$ cat src/rtl/mips_pkg.sv
// Shared definitions for the MIPS pipeline hazard controller.
// Holds the writeback-source encoding, branch-type constants, the
// multiplier-tracking FSM state type and a register-match helper.
package mips_pkg;

  localparam logic [2:0] WB_ALU  = 3'd0;
  localparam logic [2:0] WB_MEM  = 3'd1;
  localparam logic [2:0] WB_PC8  = 3'd2;
  localparam logic [2:0] WB_MULT = 3'd3;

  localparam logic [1:0] BR_NONE = 2'd0;

  typedef enum logic [1:0] {
    MIDLE = 2'd0,
    MBUSY = 2'd1,
    MERR  = 2'd2
  } mult_state_e;

  // Register $0 is hardwired to zero, so it never produces a dependency.
  function automatic logic reg_match(input logic [4:0] dst, input logic [4:0] src);
    return (dst != 5'd0) && (dst == src);
  endfunction

endpackage

$ cat src/rtl/hazard_mult_fsm.sv
// Multi-cycle multiplier tracker: IDLE/BUSY/ERR state, a watchdog timer
// counting BUSY cycles without a done pulse, and a sticky timeout flag.
module hazard_mult_fsm
  import mips_pkg::*;
#(
  parameter int MULT_TIMEOUT = 64
) (
  input  logic clk,
  input  logic rst_n,
  input  logic mult_start,
  input  logic mult_done,
  output logic mult_busy,
  output logic mult_err
);

  localparam int TW = (MULT_TIMEOUT > 2) ? $clog2(MULT_TIMEOUT) : 1;
  localparam logic [TW-1:0] TIMER_LAST = TW'(MULT_TIMEOUT - 1);

  mult_state_e   state_q, state_d;
  logic [TW-1:0] timer_q, timer_d;
  logic          err_q, err_d;

  // Next-state logic: a done pulse always wins, a start while busy is ignored.
  always_comb begin
    state_d = state_q;
    timer_d = timer_q;
    err_d   = err_q;
    case (state_q)
      MIDLE: begin
        if (mult_start) begin
          state_d = MBUSY;
          timer_d = '0;
        end
      end
      MBUSY: begin
        if (mult_done) begin
          state_d = MIDLE;
        end else if (timer_q == TIMER_LAST) begin
          state_d = MERR;
          err_d   = 1'b1;
        end else begin
          timer_d = timer_q + TW'(1);
        end
      end
      MERR: begin
        if (mult_done) begin
          state_d = MIDLE;
        end
      end
      default: state_d = MIDLE;
    endcase
  end

  // State, watchdog timer and sticky error flag registers.
  always_ff @(posedge clk or negedge rst_n) begin
    if (!rst_n) begin
      state_q <= MIDLE;
      timer_q <= '0;
      err_q   <= 1'b0;
    end else begin
      state_q <= state_d;
      timer_q <= timer_d;
      err_q   <= err_d;
    end
  end

  assign mult_busy = (state_q != MIDLE);
  assign mult_err  = err_q;

endmodule

$ cat src/rtl/hazard_controller.sv
// Hazard/sequencing controller for the 5-stage MIPS pipeline: operand
// forwarding selects, load-use / branch / multiplier stalls, E-stage flush.
// Optional feature macro HAZARD_PERF_EN adds saturating performance counters
// (stall_cnt, flush_cnt, mult_cnt); without it those ports do not exist.
module hazard_controller
  import mips_pkg::*;
#(
  parameter int MULT_TIMEOUT = 64,
  parameter int CNT_W        = 16
) (
  input  logic       clk,
  input  logic       rst,
  input  logic [4:0] RsD,
  input  logic [4:0] RtD,
  input  logic [1:0] branchD,
  input  logic       jumpD,
  input  logic       multstartD,
  input  logic       mfhiloD,
  input  logic [4:0] RsE,
  input  logic [4:0] RtE,
  input  logic [4:0] WriteRegE,
  input  logic [4:0] WriteRegM,
  input  logic [4:0] WriteRegW,
  input  logic       RegWriteE,
  input  logic       RegWriteM,
  input  logic       RegWriteW,
  input  logic [2:0] WBSrcE,
  input  logic [2:0] WBSrcM,
  input  logic       MultStartE,
  input  logic       MultDoneE,
  output logic       stallF,
  output logic       stallD,
  output logic       flushE,
  output logic       forwardAD,
  output logic       forwardBD,
  output logic [1:0] forwardAE,
  output logic [1:0] forwardBE,
  output logic       mult_busy,
  output logic       mult_err
`ifdef HAZARD_PERF_EN
  ,
  output logic [CNT_W-1:0] stall_cnt,
  output logic [CNT_W-1:0] flush_cnt,
  output logic [CNT_W-1:0] mult_cnt
`endif
);

  logic mult_busy_raw;
  logic mult_err_raw;
  logic lwstall, brstall, mstall, stall;
  logic [1:0] fwd_ae, fwd_be;
  logic fwd_ad, fwd_bd;

  // A jump resolves in D without reading registers, so it never stalls.
  logic unused_jump;
  assign unused_jump = jumpD;

  hazard_mult_fsm #(
    .MULT_TIMEOUT(MULT_TIMEOUT)
  ) u_mult_fsm (
    .clk       (clk),
    .rst_n     (rst),
    .mult_start(MultStartE),
    .mult_done (MultDoneE),
    .mult_busy (mult_busy_raw),
    .mult_err  (mult_err_raw)
  );

  // Forwarding selects and stall sources; the younger M result beats W.
  always_comb begin
    fwd_ae = 2'b00;
    fwd_be = 2'b00;
    if (RegWriteM && reg_match(WriteRegM, RsE)) begin
      fwd_ae = 2'b10;
    end else if (RegWriteW && reg_match(WriteRegW, RsE)) begin
      fwd_ae = 2'b01;
    end
    if (RegWriteM && reg_match(WriteRegM, RtE)) begin
      fwd_be = 2'b10;
    end else if (RegWriteW && reg_match(WriteRegW, RtE)) begin
      fwd_be = 2'b01;
    end
    fwd_ad = RegWriteM && reg_match(WriteRegM, RsD);
    fwd_bd = RegWriteM && reg_match(WriteRegM, RtD);

    lwstall = (WBSrcE == WB_MEM) && RegWriteE &&
              (reg_match(WriteRegE, RsD) || reg_match(WriteRegE, RtD));
    brstall = (branchD != BR_NONE) &&
              ((RegWriteE && (reg_match(WriteRegE, RsD) || reg_match(WriteRegE, RtD))) ||
               ((WBSrcM == WB_MEM) && (reg_match(WriteRegM, RsD) || reg_match(WriteRegM, RtD))));
    mstall  = (mult_busy_raw || MultStartE) && (mfhiloD || multstartD);
    stall   = lwstall || brstall || mstall;
  end

  // Every output is forced low while reset is asserted.
  always_comb begin
    stallF    = rst && stall;
    stallD    = rst && stall;
    flushE    = rst && stall;
    forwardAD = rst && fwd_ad;
    forwardBD = rst && fwd_bd;
    forwardAE = rst ? fwd_ae : 2'b00;
    forwardBE = rst ? fwd_be : 2'b00;
    mult_busy = rst && mult_busy_raw;
    mult_err  = rst && mult_err_raw;
  end

`ifdef HAZARD_PERF_EN
  logic [CNT_W-1:0] stall_cnt_q, stall_cnt_d;
  logic [CNT_W-1:0] flush_cnt_q, flush_cnt_d;
  logic [CNT_W-1:0] mult_cnt_q, mult_cnt_d;

  // Saturating increments so a long run never wraps back to small values.
  always_comb begin
    stall_cnt_d = stall_cnt_q;
    flush_cnt_d = flush_cnt_q;
    mult_cnt_d  = mult_cnt_q;
    if (stallF && (stall_cnt_q != {CNT_W{1'b1}})) stall_cnt_d = stall_cnt_q + CNT_W'(1);
    if (flushE && (flush_cnt_q != {CNT_W{1'b1}})) flush_cnt_d = flush_cnt_q + CNT_W'(1);
    if (MultDoneE && (mult_cnt_q != {CNT_W{1'b1}})) mult_cnt_d = mult_cnt_q + CNT_W'(1);
  end

  // Performance counter registers.
  always_ff @(posedge clk or negedge rst) begin
    if (!rst) begin
      stall_cnt_q <= '0;
      flush_cnt_q <= '0;
      mult_cnt_q  <= '0;
    end else begin
      stall_cnt_q <= stall_cnt_d;
      flush_cnt_q <= flush_cnt_d;
      mult_cnt_q  <= mult_cnt_d;
    end
  end

  assign stall_cnt = stall_cnt_q;
  assign flush_cnt = flush_cnt_q;
  assign mult_cnt  = mult_cnt_q;
`else
  localparam int unused_cnt_w = CNT_W;
`endif

endmodule

$ cat config.mk
export PLATFORM = sky130hd
export DESIGN_NAME = hazard_controller
export DESIGN_NICKNAME = d
export VERILOG_FILES = /design/src/rtl/mips_pkg.sv /design/src/rtl/hazard_mult_fsm.sv /design/src/rtl/hazard_controller.sv
export SDC_FILE = /design/constraint.sdc
export NUM_CORES = 1
export LEC_CHECK = 0
export BUFFER_PORTS_ARGS = -buffer_cell sky130_fd_sc_hd__buf_2
export CORE_MARGIN = 1
export CORE_UTILIZATION = 35
export CTS_CLUSTER_DIAMETER = 60
export DETAILED_ROUTE_END_ITERATION = 10
export HOLD_SLACK_MARGIN = 0.02
export PLACE_DENSITY = 0.66
export SYNTH_ARGS = -nofsm -noshare
export SYNTH_HDL_FRONTEND = slang
export SYNTH_SLANG_ARGS = --single-unit
$ cat constraint.sdc
create_clock -name clk -period 3.12 [get_ports clk]
set_input_delay 0.936 -clock clk [delete_from_list [all_inputs] [get_ports clk]]
set_output_delay 0.936 -clock clk [all_outputs]
set_load 0.05 [all_outputs]
==> results of run 1 <==
-- cells by family after synthesis --
group	count (synthesis)	synth area share (%)
AOI/OAI and AO/OA	22	13.93
xor gates and xnor gates	43	34.09
adders and majority gates	1	1.132
buffers and inverters	9	4.529
DFF	9	20.39
and+or+nand+nor	49	25.93
-- final cells by class --
class / instances / area [um2] / area share (%)
Multi-Input combinational cell: 115 / 902.1 / 52.47
Inverter: 2 / 7.507 / 0.4367
Tap cell: 44 / 55.05 / 3.202
Timing Repair Buffer: 80 / 503.0 / 29.26
Sequential cell: 9 / 225.2 / 13.10
Clock buffer: 4 / 26.28 / 1.528
-- critical path, delay by kind of cell --
kind	cells	cell delay, ps
buffers and inverters	2	280
AO/OA/AOI/OAI	1	220
AND/OR/NAND/NOR	3	810
-- synth_stat cells, types with 2 or more instances --
cell       n  area share [%]
dfrtp_1    9              20
xor2_1    20              16
o211ai_1   2             1.4
and2_1     3             1.7
buf_4      2             1.4
or4_1      2             1.4
o21ai_0    7             3.2
clkbuf_1   3             1.0
a21oi_1    6             2.7
nor3_1     8             3.6
inv_1      2            0.68
nand3_1    9             4.1
and3_1     2             1.1
nor2_1     8             2.7
nand2_1    4             1.4
xnor2_1   23              18
nor4_1     2             1.1
nor2b_1    2             1.1
-- placed cells by master (no fill, tap or decap), types with 2 or more instances in the layout --
| cell type | Yosys | routed |
|---|---|---|
| a21oi_1 | 6 | 6 |
| and2_4 | 0 | 2 |
| and3_1 | 2 | 2 |
| buf_2 | 1 | 51 |
| buf_4 | 2 | 23 |
| buf_6 | 1 | 4 |
| buf_8 | 0 | 2 |
| clkbuf_4 | 0 | 3 |
| dfrtp_1 | 9 | 9 |
| inv_1 | 2 | 2 |
| nand2_1 | 4 | 4 |
| nand3_1 | 9 | 9 |
| nor2_1 | 8 | 7 |
| nor2b_1 | 2 | 2 |
| nor3_1 | 8 | 5 |
| nor3_2 | 0 | 3 |
| nor4_4 | 0 | 3 |
| o211ai_1 | 2 | 2 |
| o21ai_0 | 7 | 6 |
| or4_4 | 1 | 2 |
| xnor2_1 | 23 | 23 |
| xor2_1 | 20 | 20 |
-- power groups by stage --
stage	clock, mW	sequential [mW]	combinational [mW]
after detailed placement	0	0.145	0.202
after CTS	0.0969	0.143	0.215
final	0.0940	0.143	0.216
after global routing	0.102	0.146	0.235
after floorplan	0	0.143	0.125
after global placement	0	0.145	0.201
-- stage by stage --
stage                     util (%)  hold slack (ps)
final                        56.78            455.2
after global routing         56.78            492.8
after CTS                    56.28            457.3
after detailed placement     52.31            440.7
after global placement       52.31            439.3
after floorplan                  -            420.3
-- per-layer routing --
| layer | share of wire (%) | vias up |
|---|---|---|
| li1 | - | 617 |
| met1 | 47 | 550 |
| met2 | 48 | 32 |
| met3 | 4.0 | 3 |
| met4 | 0.96 | 0 |
| met5 | 0 | - |
-- timing repair --
| item | 4_1_cts | 5_1_grt |
|---|---|---|
| resized for setup | 20 | 7 |
| endpoints found under the setup margin | 8 | 9 |
| pin swaps | 6 | 2 |
| cloned | 0 | 0 |
| setup buffers | 1 | 0 |
-- registers in the layout, indices dropped and copies added (netlist names) --
| register | count |
|---|---|
| u_mult_fsm.mult_err | 1 |
| u_mult_fsm.state_q | 2 |
| u_mult_fsm.timer_q | 6 |
-- how the worst max path moves through the flow --
stage | start | end | slack (ps) | cells past startpoint
after floorplan | WriteRegM[2] | stallD | -470 | 7
after global placement | WriteRegM[2] | forwardBE[0] | -150 | 6
after detailed placement | WriteRegM[2] | forwardBE[0] | -150 | 6
after CTS | WriteRegM[1] | forwardBE[0] | -70 | 6
after global routing | WriteRegM[1] | stallD | -120 | 7
final | WriteRegM[1] | forwardBE[0] | -60 | 6
==> results.json, run 1 <==
{
  "globalRoute.totalOverflow": 0,
  "fin_total_pwr_uw": 452.6,
  "drt-wirelength-per-cell_um": 11.43,
  "p_int_uw": 281.4,
  "drive_above_1_share_pct": 48.10,
  "crit_path_cell_trace": "buf_6, or4_4, o21ai_4, nor4_4, nor3_2, buf_6",
  "grt_setup_unrepaired": "yes",
  "grt_first_pass_wirelength_mm": 4.698,
  "nNetsFinal": 265,
  "fill_cells": 279,
  "drc_errors": 0,
  "worst_ir_drop_vdd_v": 0.0002225,
  "synth_area_per_cell_um2": 8.307,
  "cp.arrival_ps": 2240,
  "hold_end": "u_mult_fsm.mult_err",
  "die_w_um": 58.19,
  "postSynth.topFlopCell": "dfrtp_1",
  "drt-total-wl_mm": 2.902,
  "route.antenna.remaining_nets": 0,
  "cts_tree": "yes",
  "largest_net_degree_at_the_start_of_global_routing": 13,
  "postLayoutCellArea_um2": 1719,
  "timing.final.max_slew_violations": 0,
  "worstRegToRegCells": 6,
  "endpoint_of_the_worst_slack_reg_to_reg_timing_path": "u_mult_fsm.timer_q[4]",
  "dp.cells": 249,
  "timing.critical_path.fanout_max": 3,
  "globalplace.congestion": 0.8116,
  "hold_depth": 1,
  "skew_ps": 1.591,
  "syn_area_um2": 1105,
  "ys_ff_latch": 9,
  "violated_checks": "setup timing",
  "grt_use_met1_pct": 23.59,
  "post_drt_via_cell_ratio": 4.732,
  "cts-root-buf": "clkbuf_4",
  "p_comb_share_pct": 47.6,
  "pin_count": 64,
  "floorplan.core_area_um2": 3028,
  "worstReg2RegStart": "u_mult_fsm.timer_q[0]",
  "hold_class": "reg -> reg",
  "synth_cell_types": 37,
  "required_worst_endpoint_ps": 2180,
  "power.share.clock_pct": 20.8,
  "detailed_place_hpwl_mm": 2.427,
  "worst_path_max_delay_cell": "or4_4",
  "netSwitchingFraction_pct": 37.83,
  "first_iter_violations": 22,
  "final-instance-count-excl-fill": 254,
  "busiest_layer": "met2",
  "crit_path_most_repeated_cell": "buf_6",
  "die_height_um": 58.19,
  "result_of_the_run": "complete, but fails checks",
  "total_leakage_power_nw": 0.7871,
  "inserted_diodes": 0,
  "clock_sinks": 9,
  "timing.setup.critical_path_class": "in -> out",
  "grt.met3_usage_pct": 0.8929,
  "crit_path_start_kind": "input pin",
  "dr.pass1.iters": 4,
  "max_slew_margin_pct": 79.18,
  "synthesis.nets": 187,
  "vias": 1202,
  "clk_path_buf_depth": 2,
  "globalRouteMet2Util_pct": 31.69,
  "cts.reportedPaths.clkPinSlew_ps": 60,
  "period_minus_slack_ps": 3178,
  "setup.worst_path.end_class": "primary output",
  "setup_total_negative_slack_ps": -189.1,
  "worst_slew_pin_slew_ps": 308.4,
  "place_worst_setup_slack_ps": -146.2,
  "numCtsBuffers": 3,
  "floorplan.rows": 20,
  "async_reset_ff_share_pct": 100.0,
  "clk-insertion-delay-late_ps": 270,
  "htree_num_levels": 1,
  "cp_slowest_stage_delay_ps": 550,
  "cts-hold-fix-buffers": 0,
  "setup.reg_to_reg.worst_slack_ps": 1260,
  "design.die.area_um2": 3385,
  "finalCritPeriodShare_pct": 101.9,
  "initial_utilization_pct": 36.49,
  "vias_in_the_first_global_route": 1101,
  "power.switching_uw": 171.2,
  "setup_violations": 5,
  "synth-seq-area-share_pct": 20.39,
  "post-route-worst-setup-slack_ps": -58.28,
  "number_of_flops_mapped_to_enable_cells_by_yosys": 0,
  "finalHoldViolations": 0,
  "highest_clock_rate_mhz": 314.6,
  "power_per_cell_area_nw_per_um2": 263.2,
  "grt.total_usage_pct": 17.78,
  "register_share_of_total_power_pct": 31.6,
  "hold_path.startpoint": "u_mult_fsm.mult_err",
  "placed_area_um2": 1584,
  "maxCapViolCount": 0,
  "port_buffers": 62,
  "netlist_instances": 133,
  "area_delta_synth_final_pct": 55.61,
  "antenna_found_initial": 0,
  "ys_warn_count": 0
}
Note: power is estimated with default switching activity, not from simulation.
==> inputs of run 2 (changes only) <==
--- a/config.mk
+++ b/config.mk
@@ -7,5 +7,6 @@
 export LEC_CHECK = 0
+export ABC_CLOCK_PERIOD_IN_PS = 3120
 export BUFFER_PORTS_ARGS = -buffer_cell sky130_fd_sc_hd__buf_2
 export CORE_MARGIN = 1
-export CORE_UTILIZATION = 35
+export CORE_UTILIZATION = 44
 export CTS_CLUSTER_DIAMETER = 60
@@ -13,3 +14,3 @@
 export HOLD_SLACK_MARGIN = 0.02
-export PLACE_DENSITY = 0.66
+export PLACE_DENSITY = 0.8
 export SYNTH_ARGS = -nofsm -noshare
==> constraint.sdc (replaced) <==
create_clock -name clk -period 3.12 [get_ports clk]
set_input_delay 0.156 -clock clk [delete_from_list [all_inputs] [get_ports clk]]
set_output_delay 0.156 -clock clk [all_outputs]
set_load 0.05 [all_outputs]
==> run 2 against run 1 <==
Effect of this change:
- largest power group unchanged
- final cell count is 13% lower
- register-to-register slack hardly changed
- the flow now finishes without violations
- setup slack better by 860 ps
- non-clock buffer count is 17 lower
==> results.json, run 2 (synthesis gave the netlist of run 1 again) <==
{
  "route.antenna.remaining_nets": 0,
  "total_leakage_power_nw": 0.6856,
  "clk_path_buf_depth": 2,
  "grt_first_pass_wirelength_mm": 4.305,
  "dp.cells": 216,
  "setup_violations": 0,
  "drc_errors": 0,
  "layout_utilization_pct": 62.85,
  "largest_net_degree_at_the_start_of_global_routing": 20,
  "clock_sinks": 9,
  "worstReg2RegStart": "u_mult_fsm.timer_q[0]",
  "largest_register": "u_mult_fsm.timer_q",
  "timing.critical_path.from": "rst",
  "worst_ir_drop_vdd_v": 0.0002318,
  "cp.arrival_ps": 2160,
  "power_per_cell_area_nw_per_um2": 290.0,
  "post_drt_via_cell_ratio": 5.195,
  "skew_ps": 6.547,
  "cts_tree": "yes",
  "fin_total_pwr_uw": 418.7,
  "post-route-worst-setup-slack_ps": 799.7,
  "floorplan.rows": 17,
  "final_common_cell": "buf_2",
  "inserted_diodes": 0,
  "crit_path_start_kind": "input pin",
  "vias_in_the_first_global_route": 1050,
  "drive_above_1_share_pct": 38.34,
  "placed_area_um2": 1408,
  "area_delta_synth_final_pct": 30.69,
  "globalplace.congestion": 0.8353,
  "post_cts_resize_count": 0,
  "place_worst_setup_slack_ps": 1278,
  "period_minus_slack_ps": 2320,
  "worst_slew_pin_slew_ps": 395.7,
  "timing.critical_path.fanout_max": 19,
  "setup.reg_to_reg.worst_slack_ps": 1250,
  "number_of_flip_flops_in_the_largest_register": 6,
  "first_iter_violations": 26,
  "die_w_um": 52.11,
  "dr.pass1.iters": 4,
  "globalRoute.totalOverflow": 0,
  "design.die.area_um2": 2715,
  "antenna_found_initial": 0,
  "endpoint_of_the_worst_slack_reg_to_reg_timing_path": "u_mult_fsm.timer_q[4]",
  "cts.reportedPaths.clkPinSlew_ps": 60,
  "maxCapViolCount": 0,
  "max_slew_margin_pct": 73.37,
  "detailed_place_hpwl_mm": 2.271,
  "finalCritPeriodShare_pct": 74.37,
  "clk-insertion-delay-late_ps": 260,
  "result_of_the_run": "complete, no violations",
  "grt_setup_unrepaired": "no",
  "grt.total_usage_pct": 20.69,
  "nNetsFinal": 248,
  "pin_count": 64,
  "final-instance-count-excl-fill": 221,
  "drt-wirelength-per-cell_um": 12.41,
  "htree_num_levels": 1,
  "floorplan.core_area_um2": 2297,
  "drt-total-wl_mm": 2.743,
  "finalHoldViolations": 0,
  "numCtsBuffers": 3,
  "postLayoutCellArea_um2": 1444,
  "whs_ps": 88.73,
  "timing.final.max_slew_violations": 0,
  "setup.worst_path.end_class": "primary output",
  "cts-root-buf": "clkbuf_4",
  "layout_common_cells": "buf_2, xnor2_1, xor2_1",
  "required_worst_endpoint_ps": 2960,
  "vias": 1148,
  "worstRegToRegCells": 6,
  "hold_end": "u_mult_fsm.state_q[1]",
  "hold_depth": 2,
  "setup_total_negative_slack_ps": 0,
  "timing.setup.critical_path_class": "in -> out",
  "hold_path.startpoint": "MultDoneE",
  "initial_utilization_pct": 48.09,
  "highest_clock_rate_mhz": 431.0,
  "port_buffers": 62,
  "hold_class": "in -> reg",
  "die_height_um": 52.11
}
==> run 2: area by class of cell <==
cell class                 count  area [um2]
fill                         194       853.3
multi-input combinational    115       829.5
timing repair buffer          63       320.3
sequential                     9       225.2
tap                           28       35.03
clock buffer                   4       26.28
inverter                       2       7.507
==> run 2: how the worst max path moves through the flow <==
stage,end,slack (ps)
2_1_floorplan,forwardBE[0],850
3_3_place_gp,u_mult_fsm.timer_q[5],1320
3_5_place_dp,u_mult_fsm.timer_q[4],1280
4_1_cts,forwardAE[0],780
5_1_grt,forwardAE[0],620
6_report,forwardAE[0],800
==> run 2: worst max-delay path, cell delays in order <==
cell	delay [ps]
dlygate4sd3_1	520
buf_2	320
o211ai_1	170
or4_1	560
nor4_2	140
buf_2	300
==> run 2: report_power, final <==
part / switching, mW / total (mW) / internal (mW)
Combinational: 0.104 / 0.185 / 0.0816
Clock: 0.0410 / 0.0903 / 0.0493
Sequential: 0.0134 / 0.143 / 0.130
Total: 0.158 / 0.419 / 0.261
==> run 2: layer usage <==
metal,vias to the layer above,share of wire (%),GRT usage [%],wire length (um)
met2,36,51,37.61,1396
met4,0,0.62,6.306,17
li1,582,-,-,-
met5,-,0,0,0
met3,2,6.2,1.754,171
met1,528,42,25.36,1158
==> run 2: timing repair <==
item	CTS	global route
hold buffers	1	0
buffers inserted	0	0
hold endpoints to repair	9	0
==> inputs of run 3 (changes only) <==
Settings changed: ABC_CLOCK_PERIOD_IN_PS 3120 to 2000, CORE_UTILIZATION 44 to 40, PLACE_DENSITY 0.8 to 0.77.
Clock period 3.12 ns to 2 ns, I/O delays scaled along.
==> run 3 against run 2 <==
Effect of this change:
- sequential power up 56%
- combinational power up 62%
- first-iteration DRC count down 77%
- clock-buffer cell count unchanged
- sequential cell count unchanged
- core utilization down 4.7 points
- clock power up 57%
- final cell count up 1.4%
- clock skew down 3.5 ps
==> results.json, run 3 (synthesis gave the netlist of run 1 again) <==
{
  "largest_register": "u_mult_fsm.timer_q",
  "max_slew_margin_pct": 55.69,
  "finalHoldViolations": 0,
  "die_height_um": 54.56,
  "power_per_cell_area_nw_per_um2": 449.5,
  "result_of_the_run": "complete, no violations",
  "route.antenna.remaining_nets": 0,
  "htree_num_levels": 1,
  "globalRoute.totalOverflow": 0,
  "pin_count": 64,
  "total_leakage_power_nw": 0.6945,
  "clk_path_buf_depth": 2,
  "design.die.area_um2": 2976,
  "layout_utilization_pct": 58.11,
  "p_int_uw": 413.2,
  "numCtsBuffers": 3,
  "setup_total_negative_slack_ps": 0,
  "crit_path_start_kind": "flop",
  "clock_sinks": 9,
  "maxCapViolCount": 0,
  "timing.final.max_slew_violations": 0,
  "vias_in_the_first_global_route": 1116,
  "cp.arrival_ps": 2010,
  "whs_ps": 48.40,
  "highest_clock_rate_mhz": 534.7,
  "setup.worst_path.end_class": "flop",
  "clk-insertion-delay-late_ps": 260,
  "floorplan.core_area_um2": 2545,
  "drc_errors": 0,
  "period_minus_slack_ps": 1870,
  "placed_area_um2": 1431,
  "cts_tree": "yes",
  "post_drt_via_cell_ratio": 5.210,
  "worst_path_max_delay_cell": "a311o_4",
  "hold_class": "in -> reg",
  "cts.reportedPaths.clkPinSlew_ps": 60,
  "number_of_flip_flops_in_the_largest_register": 6,
  "port_buffers": 62,
  "crit_path_most_repeated_cell": "o21ai_0",
  "hold_path.startpoint": "MultDoneE",
  "final_common_cell": "buf_2",
  "postLayoutCellArea_um2": 1479,
  "cp_slowest_stage_delay_ps": 440,
  "layout_common_cells": "buf_2, xnor2_1, xor2_1",
  "worstReg2RegStart": "u_mult_fsm.timer_q[0]",
  "antenna_found_initial": 0,
  "globalplace.congestion": 0.7496,
  "fill_cells": 251,
  "vias": 1167,
  "power.switching_uw": 251.6,
  "crit_path_cell_trace": "ha_1, and3_4, a311o_4, and2_2, o21ai_0, o21ai_0",
  "first_iter_violations": 6,
  "drt-total-wl_mm": 2.854,
  "power.share.clock_pct": 21.3,
  "area_delta_synth_final_pct": 33.86,
  "initial_utilization_pct": 43.41,
  "worst_slew_pin_slew_ps": 658.5,
  "timing.critical_path.from": "u_mult_fsm.timer_q[0]",
  "drive_above_1_share_pct": 39.18,
  "detailed_place_hpwl_mm": 2.421,
  "post-cts-setup-buffers": 0,
  "worst_ir_drop_vdd_v": 0.0004242,
  "grt_first_pass_wirelength_mm": 4.291,
  "cts-root-buf": "clkbuf_4",
  "drt-wirelength-per-cell_um": 12.74,
  "timing.setup.critical_path_class": "reg -> reg",
  "register_share_of_total_power_pct": 33.5,
  "setup_violations": 0,
  "die_w_um": 54.56,
  "skew_ps": 3.003,
  "timing.critical_path.fanout_max": 7,
  "floorplan.rows": 18,
  "grt_setup_unrepaired": "no",
  "finalCritPeriodShare_pct": 93.51,
  "largest_net_degree_at_the_start_of_global_routing": 19,
  "required_worst_endpoint_ps": 2140,
  "dr.pass1.iters": 4,
  "grt.total_usage_pct": 19.50,
  "inserted_diodes": 0,
  "netSwitchingFraction_pct": 37.84,
  "p_comb_share_pct": 45.2,
  "nNetsFinal": 249,
  "fin_total_pwr_uw": 664.7
}
[run 3: cell types whose count changed in the layout (fill, tap and decap cells not counted)]
cell,before,now
buf_6,0,1
nor3_2,0,1
buf_2,62,59
nor3_1,8,7
nor4_4,0,1
buf_4,0,3
nor4_2,1,0
[run 3: what timing repair did]
action | CTS | global route
hold endpoints to repair | 9 | 0
resized for setup | 0 | 7
endpoints found under the setup margin | 0 | 3
hold buffers | 1 | 0
[run 3: power groups by stage]
stage | registers, mW | clock network (mW) | logic (mW)
2_1_floorplan | 0.223 | 0 | 0.190
3_3_place_gp | 0.225 | 0 | 0.282
3_5_place_dp | 0.227 | 0 | 0.293
4_1_cts | 0.223 | 0.149 | 0.297
5_1_grt | 0.226 | 0.156 | 0.332
6_report | 0.223 | 0.142 | 0.300
[run 3: layout make-up]
type / count / area (um2) / area share (%)
Clock buffer: 4 / 26.28 / 1.777
Inverter: 2 / 7.507 / 0.5076
Multi-Input combinational cell: 115 / 843.3 / 57.02
Sequential cell: 9 / 225.2 / 15.23
Tap cell: 30 / 37.54 / 2.538
Timing Repair Buffer: 64 / 339.1 / 22.93
[run 3: stage by stage]
stage,cells,setup slack (ps)
5_1_grt,224,19.04
4_1_cts,224,102.4
3_3_place_gp,219,203.8
2_1_floorplan,133,51.42
6_report,224,129.7
3_5_place_dp,219,160.7
[run 3: path summary, 6_finish.rpt]
path | to | slack [ps] | cells after the start
setup / recovery | u_mult_fsm.timer_q[4] | 130 | 6
hold reg to reg | u_mult_fsm.mult_err | 460 | 1
hold / removal | u_mult_fsm.state_q[1] | 50 | 2
max in group asynchronous | u_mult_fsm.timer_q[2] | 1530 | 3
min in group asynchronous | u_mult_fsm.mult_err | 330 | 3
setup reg to reg | u_mult_fsm.timer_q[4] | 130 | 6
[run 3: metal layers]
metal	vias up	wire [um]	track usage, %
li1	581	-	-
met1	541	1181	20.37
met2	41	1463	39.63
met3	4	172	1.389
met4	0	38	6.838
met5	-	0	0
[run 3: worst max-delay path: cells and delay by family, from the launching register on]
| family | cells | cell delay [ps] |
|---|---|---|
| compound gates | 3 | 710 |
| fa+ha+maj | 1 | 220 |
| flops | 1 | 400 |
| simple gates | 2 | 420 |
